`config.mk`:
```
export PLATFORM = sky130hd
export DESIGN_NAME = regfile_dump_reader_flat
export DESIGN_NICKNAME = d
export VERILOG_FILES = /design/src/rtl/mips_pkg.sv /design/src/rtl/regfile_dump_reader_if.sv /design/src/rtl/regfile_dump_reader.sv /design/src/flat_wrapper.sv
export SDC_FILE = /design/constraint.sdc
export NUM_CORES = 1
export LEC_CHECK = 0
export BUFFER_PORTS_ARGS = -buffer_cell sky130_fd_sc_hd__buf_2
export CORE_ASPECT_RATIO = 0.7
export CORE_MARGIN = 5
export CORE_UTILIZATION = 49
export CTS_BUF_LIST = sky130_fd_sc_hd__clkbuf_4
export CTS_CLUSTER_DIAMETER = 80
export DETAILED_ROUTE_END_ITERATION = 12
export PLACE_DENSITY_LB_ADDON = 0.3
export SYNTH_ARGS = -nofsm -noshare
export SYNTH_HDL_FRONTEND = slang
export SYNTH_SLANG_ARGS = --single-unit
```
`constraint.sdc`:
```
create_clock -name RegDump_CLK -period 2 [get_ports RegDump_CLK]
set_input_delay 0.1 -clock RegDump_CLK [delete_from_list [all_inputs] [get_ports RegDump_CLK]]
set_output_delay 0.1 -clock RegDump_CLK [all_outputs]
set_load 0.05 [all_outputs]
```
`src/rtl/mips_pkg.sv`:
```
// Shared MIPS debug definitions: dump-reader state encoding and register-file geometry.
// Pure declarations; no logic, no latency, no flow control.
package mips_pkg;

  localparam int MIPS_ADDR_NBITS = 5;
  localparam int MIPS_DATA_WIDTH = 32;

  typedef enum logic [1:0] {
    IDLE  = 2'b00,
    FETCH = 2'b01,
    SEND  = 2'b10
  } dump_state_t;

endpackage

```
`src/rtl/regfile_dump_reader_if.sv`:
```
// Valid/ready word stream from the register dump reader to the debug/trace host.
// Master holds DATA/ADDR/LAST_BEAT stable while VALID=1 and READY=0.
interface regfile_dump_reader_if
  import mips_pkg::*;
#(
  parameter int ADDR_Nbits = MIPS_ADDR_NBITS,
  parameter int DATA_WIDTH = MIPS_DATA_WIDTH
);

  logic                  RegDump_VALID;
  logic                  RegDump_READY;
  logic [DATA_WIDTH-1:0] RegDump_DATA;
  logic [ADDR_Nbits-1:0] RegDump_ADDR;
  logic                  RegDump_LAST_BEAT;

  modport master (
    output RegDump_VALID,
    output RegDump_DATA,
    output RegDump_ADDR,
    output RegDump_LAST_BEAT,
    input  RegDump_READY
  );

  modport slave (
    input  RegDump_VALID,
    input  RegDump_DATA,
    input  RegDump_ADDR,
    input  RegDump_LAST_BEAT,
    output RegDump_READY
  );

endinterface

```
`src/rtl/regfile_dump_reader.sv`:
```
// Register-file dump engine: walks FIRST..LAST (mod 2**ADDR_Nbits), first word valid 2 edges after START, 1 word/cycle.
// Backpressure: READY=0 freezes the presented word and the read pointer; ABORT wins over any handshake.
module regfile_dump_reader
  import mips_pkg::*;
#(
  parameter int ADDR_Nbits = MIPS_ADDR_NBITS,
  parameter int DATA_WIDTH = MIPS_DATA_WIDTH
)
(
  input  logic                  RegDump_CLK,
  input  logic                  RegDump_RST,
  input  logic                  RegDump_START,
  input  logic                  RegDump_ABORT,
  input  logic [ADDR_Nbits-1:0] RegDump_FIRST,
  input  logic [ADDR_Nbits-1:0] RegDump_LAST,
  output logic [ADDR_Nbits-1:0] RegDump_RD_ADDR,
  input  logic [DATA_WIDTH-1:0] RegDump_RD_DATA,
  output logic                  RegDump_BUSY,
  output logic                  RegDump_DONE,
  regfile_dump_reader_if.master dump
);

  dump_state_t           state_q, state_d;
  logic [ADDR_Nbits-1:0] ptr_q,   ptr_d;
  logic [ADDR_Nbits-1:0] last_q,  last_d;
  logic [DATA_WIDTH-1:0] data_q,  data_d;
  logic [ADDR_Nbits-1:0] addr_q,  addr_d;
  logic                  valid_q, valid_d;
  logic                  lbeat_q, lbeat_d;
  logic                  done_q,  done_d;
  logic                  capture;

  always_ff @(posedge RegDump_CLK or negedge RegDump_RST) begin
    if (!RegDump_RST) begin
      state_q <= IDLE;
      ptr_q   <= '0;
      last_q  <= '0;
      data_q  <= '0;
      addr_q  <= '0;
      valid_q <= 1'b0;
      lbeat_q <= 1'b0;
      done_q  <= 1'b0;
    end else begin
      state_q <= state_d;
      ptr_q   <= ptr_d;
      last_q  <= last_d;
      data_q  <= data_d;
      addr_q  <= addr_d;
      valid_q <= valid_d;
      lbeat_q <= lbeat_d;
      done_q  <= done_d;
    end
  end

  always_comb begin
    state_d = state_q;
    ptr_d   = ptr_q;
    last_d  = last_q;
    data_d  = data_q;
    addr_d  = addr_q;
    valid_d = valid_q;
    lbeat_d = lbeat_q;
    done_d  = 1'b0;
    capture = 1'b0;

    case (state_q)
      IDLE: begin
        valid_d = 1'b0;
        lbeat_d = 1'b0;
        if (RegDump_START) begin
          last_d  = RegDump_LAST;
          ptr_d   = RegDump_FIRST;
          state_d = FETCH;
        end
      end

      FETCH: begin
        if (RegDump_ABORT) begin
          valid_d = 1'b0;
          lbeat_d = 1'b0;
          state_d = IDLE;
        end else begin
          capture = 1'b1;
          state_d = SEND;
        end
      end

      SEND: begin
        // Abort drops the presented word even if the host accepts it this cycle.
        if (RegDump_ABORT) begin
          valid_d = 1'b0;
          lbeat_d = 1'b0;
          state_d = IDLE;
        end else if (valid_q && dump.RegDump_READY) begin
          if (lbeat_q) begin
            valid_d = 1'b0;
            lbeat_d = 1'b0;
            done_d  = 1'b1;
            state_d = IDLE;
          end else begin
            capture = 1'b1;
          end
        end
      end

      default: begin
        valid_d = 1'b0;
        lbeat_d = 1'b0;
        state_d = IDLE;
      end
    endcase

    if (capture) begin
      data_d  = RegDump_RD_DATA;
      addr_d  = ptr_q;
      lbeat_d = (ptr_q == last_q);
      ptr_d   = ptr_q + ADDR_Nbits'(1);
      valid_d = 1'b1;
    end
  end

  assign RegDump_RD_ADDR        = ptr_q;
  assign RegDump_BUSY           = (state_q != IDLE);
  assign RegDump_DONE           = done_q;
  assign dump.RegDump_VALID     = valid_q;
  assign dump.RegDump_DATA      = data_q;
  assign dump.RegDump_ADDR      = addr_q;
  assign dump.RegDump_LAST_BEAT = lbeat_q;

endmodule

```
`src/flat_wrapper.sv`:
```
// flat-port wrapper written by rule: the top's interface ports become plain ports
module regfile_dump_reader_flat import mips_pkg::*;
#(
  parameter int ADDR_Nbits = MIPS_ADDR_NBITS,
  parameter int DATA_WIDTH = MIPS_DATA_WIDTH
)
  (RegDump_CLK, RegDump_RST, RegDump_START, RegDump_ABORT, RegDump_FIRST, RegDump_LAST, RegDump_RD_ADDR, RegDump_RD_DATA, RegDump_BUSY, RegDump_DONE, dump_RegDump_VALID, dump_RegDump_DATA, dump_RegDump_ADDR, dump_RegDump_LAST_BEAT, dump_RegDump_READY);
  regfile_dump_reader_if #(.ADDR_Nbits(ADDR_Nbits), .DATA_WIDTH(DATA_WIDTH)) dump_i ();
  input  logic RegDump_CLK;
  input  logic RegDump_RST;
  input  logic RegDump_START;
  input  logic RegDump_ABORT;
  input  logic [ADDR_Nbits-1:0] RegDump_FIRST;
  input  logic [ADDR_Nbits-1:0] RegDump_LAST;
  output logic [ADDR_Nbits-1:0] RegDump_RD_ADDR;
  input  logic [DATA_WIDTH-1:0] RegDump_RD_DATA;
  output logic RegDump_BUSY;
  output logic RegDump_DONE;
  output wire logic [$bits(dump_i.RegDump_VALID)-1:0] dump_RegDump_VALID;
  output wire logic [$bits(dump_i.RegDump_DATA)-1:0] dump_RegDump_DATA;
  output wire logic [$bits(dump_i.RegDump_ADDR)-1:0] dump_RegDump_ADDR;
  output wire logic [$bits(dump_i.RegDump_LAST_BEAT)-1:0] dump_RegDump_LAST_BEAT;
  input wire logic [$bits(dump_i.RegDump_READY)-1:0] dump_RegDump_READY;
  assign dump_RegDump_VALID = dump_i.RegDump_VALID;
  assign dump_RegDump_DATA = dump_i.RegDump_DATA;
  assign dump_RegDump_ADDR = dump_i.RegDump_ADDR;
  assign dump_RegDump_LAST_BEAT = dump_i.RegDump_LAST_BEAT;
  assign dump_i.RegDump_READY = dump_RegDump_READY;
  regfile_dump_reader #(.ADDR_Nbits(ADDR_Nbits), .DATA_WIDTH(DATA_WIDTH)) u_core (.RegDump_CLK(RegDump_CLK), .RegDump_RST(RegDump_RST), .RegDump_START(RegDump_START), .RegDump_ABORT(RegDump_ABORT), .RegDump_FIRST(RegDump_FIRST), .RegDump_LAST(RegDump_LAST), .RegDump_RD_ADDR(RegDump_RD_ADDR), .RegDump_RD_DATA(RegDump_RD_DATA), .RegDump_BUSY(RegDump_BUSY), .RegDump_DONE(RegDump_DONE), .dump(dump_i));
endmodule
```
### Word-level counts from Yosys, hierarchy flattened

Cells that the tools add are included.

* bits in registers: 52
* output and inout bits: 46
* word-level logic and storage cells: 56

* $add $sub $neg: 1
* equal/unequal tests: 9
* mux-type cells: 28
* reduce and logical (&&, ||, !) cells: 10

Operators by type and width (number)
* $mux 1: 16
* $mux 5: 3
* $mux 2: 5
* $ne 3x2->1 const B: 3
* $ne 4x2->1 const B: 2
* $pmux 1 s2: 3
* $pmux 2 s3: 1
* $reduce_and 2->1: 3
* $reduce_and 3->1: 2
* $reduce_bool 2->1: 3
* $add 5x1->5 const B: 1
* $eq 5x5->1: 1
* $eq 2x1->1 const B: 1
* $eq 2x2->1 const B: 1
* $logic_not 2->1: 1
* $ne 2x2->1 const B: 1
* $logic_and 1x1->1: 1

### Logic depth before layout (Yosys ltp)

* depth after elaboration: 6
* mapped depth: 8
* depth with buffers taken out: 6

### Least setup slack after synthesis

OpenSTA, ideal clock, no wires.

* path kind: register to register
* start point: register u_core.lbeat_q, in the netlist u_core.dump.RegDump_LAST_BEAT
* end point: register u_core.ptr_q[2], in the netlist u_core.RegDump_RD_ADDR[2]
* arrival time: 1721 ps
* required time: 1877 ps
* setup slack: 157 ps
* stages on the path, launching flop included: 5
* buffers on the path: 0
* clock period less this slack: 1843 ps
* cells stage by stage: dfrtp_1 > and4b_1 > o21ai_2 > mux2_2 > o221a_2

* word-level cells in the longest chain between the ends: 6

Ends and longest elaborated chain
* start, declared: line regfile_dump_reader.sv:29 `logic lbeat_q, lbeat_d;`
* start signal, assigned: line regfile_dump_reader.sv:50 `lbeat_q <= lbeat_d;`
* $mux 1 *: line regfile_dump_reader.sv:95 `if (lbeat_q) begin`
* $mux 1 *: line regfile_dump_reader.sv:94 `end else if (valid_q && dump.RegDump_READY) begin`
* $mux 1 *: line regfile_dump_reader.sv:90 `if (RegDump_ABORT) begin`
* $pmux 1 s2 *: line regfile_dump_reader.sv:66 `case (state_q)`
* $reduce_bool 2->1 (no source line)
* $reduce_and 2->1 (no source line)
* end signal, assigned: line regfile_dump_reader.sv:45 `ptr_q <= ptr_d;`
* end, declared: line regfile_dump_reader.sv:24 `logic [ADDR_Nbits-1:0] ptr_q, ptr_d;`

Every way passes the cells marked *; elsewhere a longest branch is shown, timed or not.
A chain may end at the register's enable or synchronous reset.

### Final worst setup path

* start point: register u_core.state_q[0]
* end point: register u_core.data_q[8], in the netlist u_core.dump.RegDump_DATA[8]

* word-level cells in the longest chain between the ends: 2

Ends and longest elaborated chain
* start, declared: line regfile_dump_reader.sv:23 `dump_state_t state_q, state_d;`
* start signal, assigned: line regfile_dump_reader.sv:44 `state_q <= state_d;`
* $eq 2x2->1 or $eq 2x1->1 (tied branches): line regfile_dump_reader.sv:66
* $pmux 1 s2 *: line regfile_dump_reader.sv:66
* end signal, assigned: line regfile_dump_reader.sv:47 `data_q <= data_d;`
* end, declared: line regfile_dump_reader.sv:26 `logic [DATA_WIDTH-1:0] data_q, data_d;`

Marks and branches as above.

==> impl_metrics.json <==
{
  "status": "finished clean",
  "ys_warn_count": 0,
  "max_stage_delay_ns": 0.40,
  "viasPerCell": 4.88,
  "cp-end-kind": "flop",
  "maxCapViolCount": 0,
  "cts_buffers": 5,
  "rows": 20,
  "drive_gt1_share_pct": 51.2,
  "p_per_area_nw_per_um2": 1830,
  "critical_path.cell_chain": "inv_1 -> ha_2 -> and4b_2 -> o21ai_4 -> buf_4 -> mux2_2",
  "fin_cells": 356,
  "clock.fmax_mhz": 515,
  "fin_ws_ns": 0.0565,
  "ys_ff_latch": 52,
  "gp_congestion": 0.759,
  "syn_to_final_growth_pct": 47.4,
  "cts_sinks": 52,
  "arrival_ns": 2.19,
  "setup_tns_ns": 0,
  "grt_overflow": 0,
  "whs_ns": 0.0264,
  "worst-path-buf-inv": 2,
  "diodes": 0,
  "pin_count": 93,
  "clk_pin_slew_ns": 0.14,
  "grt_max_degree": 30,
  "die_h_um": 66.2,
  "final_common_cell": "buf_2",
  "via_count": 1739,
  "cts_max_level": 2,
  "fillCellCount": 301,
  "grt_use_total_pct": 18.5,
  "syn_nets": 210,
  "ys_types": 29,
  "first_pass_iters": 4,
  "fin_nets": 351,
  "setup_violations": 0,
  "layout_common_cells": "92 x buf_2, 52 x dfrtp_1, 43 x mux2_2",
  "fin_area_um2": 3260,
  "path_class": "flop to flop",
  "worstSetupStartpointType": "flop",
  "die_w_um": 90.3,
  "finalHoldViolations": 0,
  "slew_viol_final": 0,
  "wl_per_cell_um": 14.7,
  "antenna_found_initial": 0,
  "clock_path_buffers": 2,
  "clk_latency_ns": 0.36,
  "p_leak_nw": 1.60,
  "ir_worst_vdd_v": 0.00116,
  "wl_mm": 5.24,
  "ys_seq_area_share_pct": 58.9,
  "drt_iter0_markers": 48,
  "worstPathRequired_ns": 2.25,
  "dp.cells": 306,
  "drt.antenna.violating_nets": 0,
  "netlist_area_um2": 2210,
  "relSlewSlack_pct": 63.2,
  "die_area_um2": 5970,
  "start_util_pct": 50.7,
  "hp-class": "input pin to flop",
  "cts_tree": "yes",
  "skew_ns": 0.00691,
  "grt_pass1_vias": 1866,
  "dp_hpwl_mm": 3.62,
  "period_share_pct": 97.2,
  "portBuffers": 92,
  "synth_cells": 159,
  "core_um2": 4350,
  "dpl-instance-area_um2": 2760,
  "grt_pass1_wl_mm": 8.84,
  "drc": 0,
  "slowest_stage": "dfrtp_1",
  "cp_max_fo": 16,
  "dp_slack_ns": 0.0790,
  "synth.avg_cell_area_um2": 13.9,
  "tightest_slew_ns": 0.552,
  "cts-root-buf": "clkbuf_4",
  "fin_crit_ns": 1.94,
  "cp_top_family": "flip-flops"
}
[per-layer routing]
metal | up-vias | part of all wire [%] | global-route usage (%)
met4 | 0 | 1.2 | 5.39
li1 | 840 | - | -
met2 | 59 | 51 | 32.3
met3 | 6 | 7.2 | 5.92
met5 | - | 0 | 0
met1 | 834 | 40 | 22.3
[repair_timing]
action	4_1_cts	5_1_grt
endpoints found under the hold margin	63	0
resized for setup	0	2
buffers inserted	0	1
hold buffers	41	0
endpoints found under the setup margin	0	32
[state kept, by name, summed over array words and instances (netlist names)]
signal / cells
u_core.last_q: 5
u_core.dump.RegDump_LAST_BEAT: 1
u_core.dump.RegDump_ADDR: 5
u_core.state_q: 2
u_core.dump.RegDump_DATA: 32
u_core.dump.RegDump_VALID: 1
u_core.RegDump_RD_ADDR: 5
u_core.RegDump_DONE: 1
[logic make-up (layout without fill, tap and decap cells)]
kind of cell,count (synthesis),after routing,share of synthesized area [%]
multiplexers,46,46,23.3
XOR/XNOR,6,6,2.38
buffers and inverters,10,152,2.72
AND/OR/NAND/NOR,26,26,5.83
flip-flops,52,52,58.9
adder cells (fa/ha/maj),4,4,2.27
AO/OA/AOI/OAI,15,15,4.64
[path summary, 6_finish.rpt]
path / start / endpoint / slack (ns) / cells after the start
max: u_core.state_q[0] / u_core.dump.RegDump_DATA[8] / 0.06 / 6
min: dump_RegDump_READY / u_core.RegDump_DONE / 0.03 / 3
max reg2reg: u_core.state_q[0] / u_core.dump.RegDump_DATA[8] / 0.06 / 6
min reg2reg: u_core.dump.RegDump_DATA[18] / u_core.dump.RegDump_DATA[18] / 0.52 / 1
max in group asynchronous: RegDump_RST / u_core.dump.RegDump_LAST_BEAT / 1.18 / 3
min in group asynchronous: RegDump_RST / u_core.dump.RegDump_DATA[5] / 0.26 / 2
[worst min-delay path, delay by kind of cell]
family                 cells  cell delay (ns)
and+or+nand+nor            2             0.13
buffers and inverters      1             0.13
[power breakdown]
group          switching [W]  internal [W]
Clock               0.000317      0.000276
Sequential          0.000331       0.00156
Combinational        0.00234       0.00113
[Yosys cell counts (all sizes together)]
cell	instances	area share (%)
a21o	1	0.34
a21oi	6	1.4
a311o	1	0.45
a311oi	1	0.40
and3	1	0.28
and4b	1	0.45
buf	5	1.9
dfrtp	52	59
ha	4	2.3
inv	5	0.85
mux2	43	22
mux2i	3	1.4
nand2	6	1.0
nand2b	2	0.57
nand3	5	1.1
nand4	1	0.28
nor2	6	1.0
nor2b	1	0.28
nor3	1	0.23
nor4	1	0.28
o211ai	1	0.34
o21ai	3	0.85
o221a	1	0.51
o22a	1	0.40
or2	1	0.28
xnor2	5	2.0
xor2	1	0.40
[final cells by class]
cell class                 instances  area [µm²]  share of cell area, %
clock buffer                       6        45.0                   1.38
sequential                        52        1300                   40.0
timing repair buffer             139         928                   28.5
inverter                           5        18.8                  0.576
clock inverter                     2        35.0                   1.08
multi-input combinational         97         860                   26.4
tap                               55        68.8                   2.11
[per-stage QoR]
stage / util [%] / total power (W)
2_1_floorplan: - / 0.00452
3_3_place_gp: 63.3 / 0.00525
3_5_place_dp: 63.3 / 0.00532
4_1_cts: 74.5 / 0.00597
5_1_grt: 74.8 / 0.00629
6_report: 74.8 / 0.00595
Power figures use the tool's default switching activity.
